--- src/rtl/serial_sub.sv ---
// Bit-serial subtractor: x - y - bin computed LSB first, one full-subtractor step per clock.
// Define SERIAL_SUB_OVF_EN to add the registered signed-overflow output ovf.
module serial_sub #(
  parameter int WIDTH = 8
) (
  input  logic             clk,
  input  logic             rst_n,
  input  logic             start,
  input  logic [WIDTH-1:0] x,
  input  logic [WIDTH-1:0] y,
  input  logic             bin,
  output logic             busy,
  output logic             done,
  output logic [WIDTH-1:0] d,
  output logic             bout
`ifdef SERIAL_SUB_OVF_EN
  ,
  output logic             ovf
`endif
);

  localparam int CW = (WIDTH > 1) ? $clog2(WIDTH) : 1;

  typedef enum logic {IDLE, RUN} state_t;

  state_t           state;
  state_t           state_next;
  logic [CW-1:0]    cnt;
  logic [WIDTH-1:0] x_sh;
  logic [WIDTH-1:0] y_sh;
  logic [WIDTH-2:0] r_sh;
  logic             br;

  logic             a;
  logic             b;
  logic             diff;
  logic             br_next;
  logic             last;
  logic [WIDTH-1:0] r_next;

  assign a       = x_sh[0];
  assign b       = y_sh[0];
  assign diff    = a ^ b ^ br;
  assign br_next = (~a & b) | (~(a ^ b) & br);
  assign last    = (cnt == CW'(WIDTH - 1));
  // New difference bit enters from the MSB side; on the last step this is the full result.
  assign r_next  = {diff, r_sh};

  always_ff @(posedge clk or negedge rst_n) begin
    if (!rst_n) begin
      state <= IDLE;
    end else begin
      state <= state_next;
    end
  end

  always_comb begin
    state_next = state;
    case (state)
      IDLE:    if (start) state_next = RUN;
      RUN:     if (last)  state_next = IDLE;
      default: state_next = IDLE;
    endcase
  end

  always_comb begin
    busy = (state == RUN);
  end

  always_ff @(posedge clk or negedge rst_n) begin
    if (!rst_n) begin
      cnt  <= '0;
      x_sh <= '0;
      y_sh <= '0;
      r_sh <= '0;
      br   <= 1'b0;
      d    <= '0;
      bout <= 1'b0;
      done <= 1'b0;
`ifdef SERIAL_SUB_OVF_EN
      ovf  <= 1'b0;
`endif
    end else begin
      done <= 1'b0;
      if (state == IDLE) begin
        if (start) begin
          x_sh <= x;
          y_sh <= y;
          br   <= bin;
          cnt  <= '0;
        end
      end else begin
        x_sh <= x_sh >> 1;
        y_sh <= y_sh >> 1;
        r_sh <= r_next[WIDTH-1:1];
        br   <= br_next;
        cnt  <= cnt + 1'b1;
        if (last) begin
          d    <= r_next;
          bout <= br_next;
          done <= 1'b1;
`ifdef SERIAL_SUB_OVF_EN
          // br here is the borrow into the MSB, br_next the borrow out of it.
          ovf  <= br ^ br_next;
`endif
        end
      end
    end
  end

endmodule

--- config.mk ---
export PLATFORM = sky130hd
export DESIGN_NAME = serial_sub
export DESIGN_NICKNAME = d
export VERILOG_FILES = /design/src/rtl/serial_sub.sv
export SDC_FILE = /design/constraint.sdc
export NUM_CORES = 1
export LEC_CHECK = 0
export BUFFER_PORTS_ARGS = -buffer_cell sky130_fd_sc_hd__buf_4
export CAP_MARGIN = 20
export CELL_PAD_IN_SITES_DETAIL_PLACEMENT = 0
export CELL_PAD_IN_SITES_GLOBAL_PLACEMENT = 1
export CORE_UTILIZATION = 44
export CTS_CLUSTER_DIAMETER = 100
export DETAILED_ROUTE_END_ITERATION = 8
export PLACE_DENSITY_LB_ADDON = 0.1
export RECOVER_POWER = 50
export SLEW_MARGIN = 10
export SYNTH_ARGS = -nofsm -noshare
export SYNTH_HDL_FRONTEND = slang
export SYNTH_SLANG_ARGS = --single-unit
--- constraint.sdc ---
create_clock -name clk -period 1.71 [get_ports clk]
set_input_delay 0.171 -clock clk [delete_from_list [all_inputs] [get_ports clk]]
set_output_delay 0.171 -clock clk [all_outputs]
set_load 0.02 [all_outputs]
After elaboration in Yosys (flattened, before gate mapping)

Cells that the tools add are included.

Bits in registers: 38
Input bits: 20
Logic and storage cells: 34

Add/sub/neg operators: 1
Eq/ne operators: 1
Mux-type cells: 13
Bitwise logic cells: 8
Reduce and logical (&&, ||, !) cells: 2

Operators with widths:

| operator                                     | count |
|---|---|
| two-way mux 8 bit                            | 4 |
| two-way mux 1 bit                            | 6 |
| two-way mux 3 bit                            | 2 |
| adder 3 x 1 -> 3 bit (second input constant) | 1 |
| == test 3 bit (second input constant)        | 1 |
| NOT 1 bit                                    | 3 |
| AND 1 bit                                    | 2 |
| case mux 1 bit (2 select lines)              | 1 |
| AND reduction 2 bit                          | 1 |
| nonzero test 2 bit                           | 1 |
| bitwise XOR 1 bit                            | 2 |
| bitwise OR 1 bit                             | 1 |

Depth between registers and ports, before layout

Depth after elaboration: 5
Mapped depth: 4

Worst setup path after synthesis

No wires, ideal clock.

Path type: reg2reg
From: register cnt[0]
To: register d[0]
Setup time: 0.125 ns
Arrival time: 1.257 ns
Data required time: 1.585 ns
Setup slack: 0.328 ns
Cell stages (with the launch flop): 5
Cells stage by stage: dfrtp_1 -> ha_1 -> ha_1 -> nand2_4 -> mux2_4

Word-level cells in the longest chain between the ends: 2

Ends and longest elaborated chain:

| element                              | RTL line | RTL |
|---|---|---|
| start: declaration                   | 28       | `logic [CW-1:0] cnt;` |
| start signal: assignment             | 97       | `cnt <= cnt + 1'b1;` |
| == test 3 bit                        | 45       | `assign last = (cnt == CW'(WIDTH - 1));` |
| AND reduction 2 bit (no source line) | n/a      |  |
| end signal: assignment               | 99       | `d <= r_next;` |
| end: declaration                     | 14       | `output logic [WIDTH-1:0] d,` |

No other way between the ends.
A chain may end at the register's enable or synchronous reset.

Worst setup path after layout

From: register cnt[0]
To: register d[3]

The elaborated chain is that of the path after synthesis.

==> results.sh <==
export IMPL_insertion_delay_ns=0.29
export IMPL_place_congestion=0.6695
export IMPL_worst_pin_slew_ns=0.9125
export IMPL_avgSynthCellArea_um2=13.61
export IMPL_synth_top_family_by_area="multiplexers"
export IMPL_port_buffers=30
export IMPL_timing_fmax_ghz=0.6923
export IMPL_synth_edf_count=0
export IMPL_antenna_left=0
export IMPL_grt_pass1_vias=1035
export IMPL_p_leak_uw=0.001042
export IMPL_synth_main_ff_cell="dfrtp_1"
export IMPL_core_mm2=0.003661
export IMPL_cts_resized=0
export IMPL_powerDensity_mw_per_mm2=1835
export IMPL_irDropWorstVdd_uv=624.8
export IMPL_cap_violations=0
export IMPL_async_flop_share_pct=100.0
export IMPL_crit_family="adder cells"
export IMPL_fin_setup_tns_ns=0
export IMPL_grt_met2_usage_pct=23.80
export IMPL_drtIter0Drc=49
export IMPL_drv_slew=0
export IMPL_io_pins=31
export IMPL_seq_area_frac_synth_pct=56.80
export IMPL_synth_cell_types=19
export IMPL_crit_arrival_ns=1.62
export IMPL_grt_pass1_wl_mm=4.678
export IMPL_worst_ep_required_time_ns=1.88
export IMPL_path_cells="ha_1 -> ha_1 -> nand2_4 -> mux2_4"
export IMPL_total_power_uw=3710
export IMPL_nNetsFinal=180
export IMPL_cts_buffers=5
export IMPL_cts_tree="built"
export IMPL_path_clk_slew_ns=0.07
export IMPL_cts_setup_buffers=0
export IMPL_path_class="register to register"
export IMPL_rsz0062_at_grt="no"
export IMPL_cp_common_cell="ha_1"
export IMPL_drive_gt1_share_pct=35.44
export IMPL_setup_viol=0
export IMPL_synth_simple_area_share_pct=5.007
export IMPL_dieArea_mm2=0.004055
export IMPL_diodes=0
export IMPL_finalCritPeriodShare_pct=84.47
export IMPL_cts_root_buf="clkbuf_8"
export IMPL_yosys_area_top_type_share_pct=56.80
export IMPL_via_per_inst=4.859
export IMPL_grt_busiest_layer="met2"
export IMPL_synth_xor_area_share_pct=0
export IMPL_yosys_area_share_adder_pct=2.691
export IMPL_use_met3_pct=5.435
export IMPL_vias=1001
export IMPL_yosys_area_top_type="dfrtp_1"
export IMPL_placedCellCount=197
export IMPL_area_growth_pct=20.78
export IMPL_grt_overflow=0
export IMPL_drcViolationCount=0
export IMPL_ctsLongestPathBuffers=2
export IMPL_antenna_found_initial=0
export IMPL_netlist_instances=123
export IMPL_slowest_stage="dfrtp_1"
export IMPL_grtUsageTotal_pct=15.33
export IMPL_synthMuxAreaShare_pct=24.96
export IMPL_period_needed_ns=1.444
export IMPL_synth_compound_area_share_pct=5.531
export IMPL_cpPeakStageDelay_ns=0.41
export IMPL_synth_area_leaders="dfrtp_1 57%, mux2i_1 12%, mux2_4 12%"
export IMPL_wl_per_cell_um=12.62
export IMPL_synth_nets=146
export IMPL_synth_area_mm2=0.001674
export IMPL_finalHoldViolCount=0
export IMPL_die_h_um=63.68
export IMPL_path_buf_inv=0
export IMPL_dp_hpwl_mm=1.775
export IMPL_end_kind="register"
export IMPL_fin_ws_ns=0.2656
export IMPL_synth_ff_latch_count=38
export IMPL_start_kind="register"
export IMPL_grt_use_met1_pct=19.06
export IMPL_h_tree_depth=2
export IMPL_grt_max_degree=39
export IMPL_cp_max_fo=10
export IMPL_dp_slack_ns=0.2542
export IMPL_first_pass_iters=4
export IMPL_hp_class="primary input to register"
export IMPL_hold_buffers=1
export IMPL_die_w_um=63.68
export IMPL_routed_wl_mm=2.600
export IMPL_fin_util_pct=55.23
export IMPL_rows=22
export IMPL_final_cells=206
export IMPL_status="completed"
export IMPL_skew_ns=0.004945
export IMPL_ys_warn_count=0
export IMPL_start_util_pct=45.73
export IMPL_slew_headroom_pct=39.17
export IMPL_numClockSinks=38
-- kinds of logic (layout without fill, tap and decap cells) --
family	after synthesis	count (layout)
flops	38	38
simple gates	19	19
compound gates	17	17
mux	35	35
fa+ha+maj	3	3
buf+inv	11	46
-- cell type report --
cell class                      instances  area (µm²)
Clock buffer                            5       68.82
Clock inverter                          3       40.04
Fill cell                             320        1639
Inverter                                4       15.01
Multi-Input combinational cell         74       639.4
Sequential cell                        38       950.9
Tap cell                               48       60.06
Timing Repair Buffer                   34       247.7
-- synthesized netlist by cell type, types with 3 or more instances --
cell	instances
inv_1	4
mux2i_1	20
nor2_1	3
o21ai_1	7
o21ai_0	7
dfrtp_1	38
buf_6	3
mux2_4	13
nand2_1	14
-- cell usage in the layout (no fill, tap or decap) --
master         instances
bufinv_16              1
clkinv_2               2
nand2_1               14
inv_1                  4
clkbuf_1               2
dfrtp_1               38
fa_1                   1
dlygate4sd3_1          1
clkbuf_2               1
mux2i_1               20
nand2_4                1
o21ai_0                7
a22o_1                 2
clkbuf_8               5
o21ai_1                7
a21oi_1                1
mux2_2                 2
nor2_1                 3
ha_1                   2
nand2b_2               1
mux2_4                13
buf_4                 30
-- metrics by stage --
step,area [µm²],hold WS [ns]
floorplan,1674,-0.1246
global placement,1913,0.1626
detailed placement,1913,0.1672
CTS,2032,0.1225
global route,2022,0.1296
finish,2022,0.1288
-- power breakdown --
group	internal, µW	switching [µW]
combinational	794	638
sequential	1300	246
clock	429	304
total	2520	1190
-- layer usage --
layer | part of all wire (%) | vias to the layer above | wire length (µm)
met1 | 47 | 489 | 1224
li1 | - | 486 | -
met4 | 1.9 | 0 | 49
met3 | 4.1 | 5 | 106
met5 | 0 | - | 0
met2 | 47 | 21 | 1220
-- path summary, 6_finish.rpt --
path                         start  endpoint  slack, ns  cells after the start
hold / removal                y[7]   y_sh[7]       0.13                      3
max in group asynchronous    rst_n   r_sh[5]       0.59                      2
hold reg to reg            y_sh[4]   y_sh[3]       0.49                      2
setup reg to reg            cnt[0]      d[3]       0.27                      4
min in group asynchronous    rst_n      done       0.55                      2
setup / recovery            cnt[0]      d[3]       0.27                      4
-- tightest hold or removal path, cell delays in order --
cell,delay [ns]
buf_4,0.08
mux2i_1,0.05
nor2_1,0.07
-- flip-flops by register name, indices dropped and copies added, names as in the netlist --
name and cells:
busy 1, r_sh 7, done 1, x_sh 8
bout 1, cnt 3, br 1, y_sh 8
d 8
No activity file was read; power rests on OpenSTA's default activity.
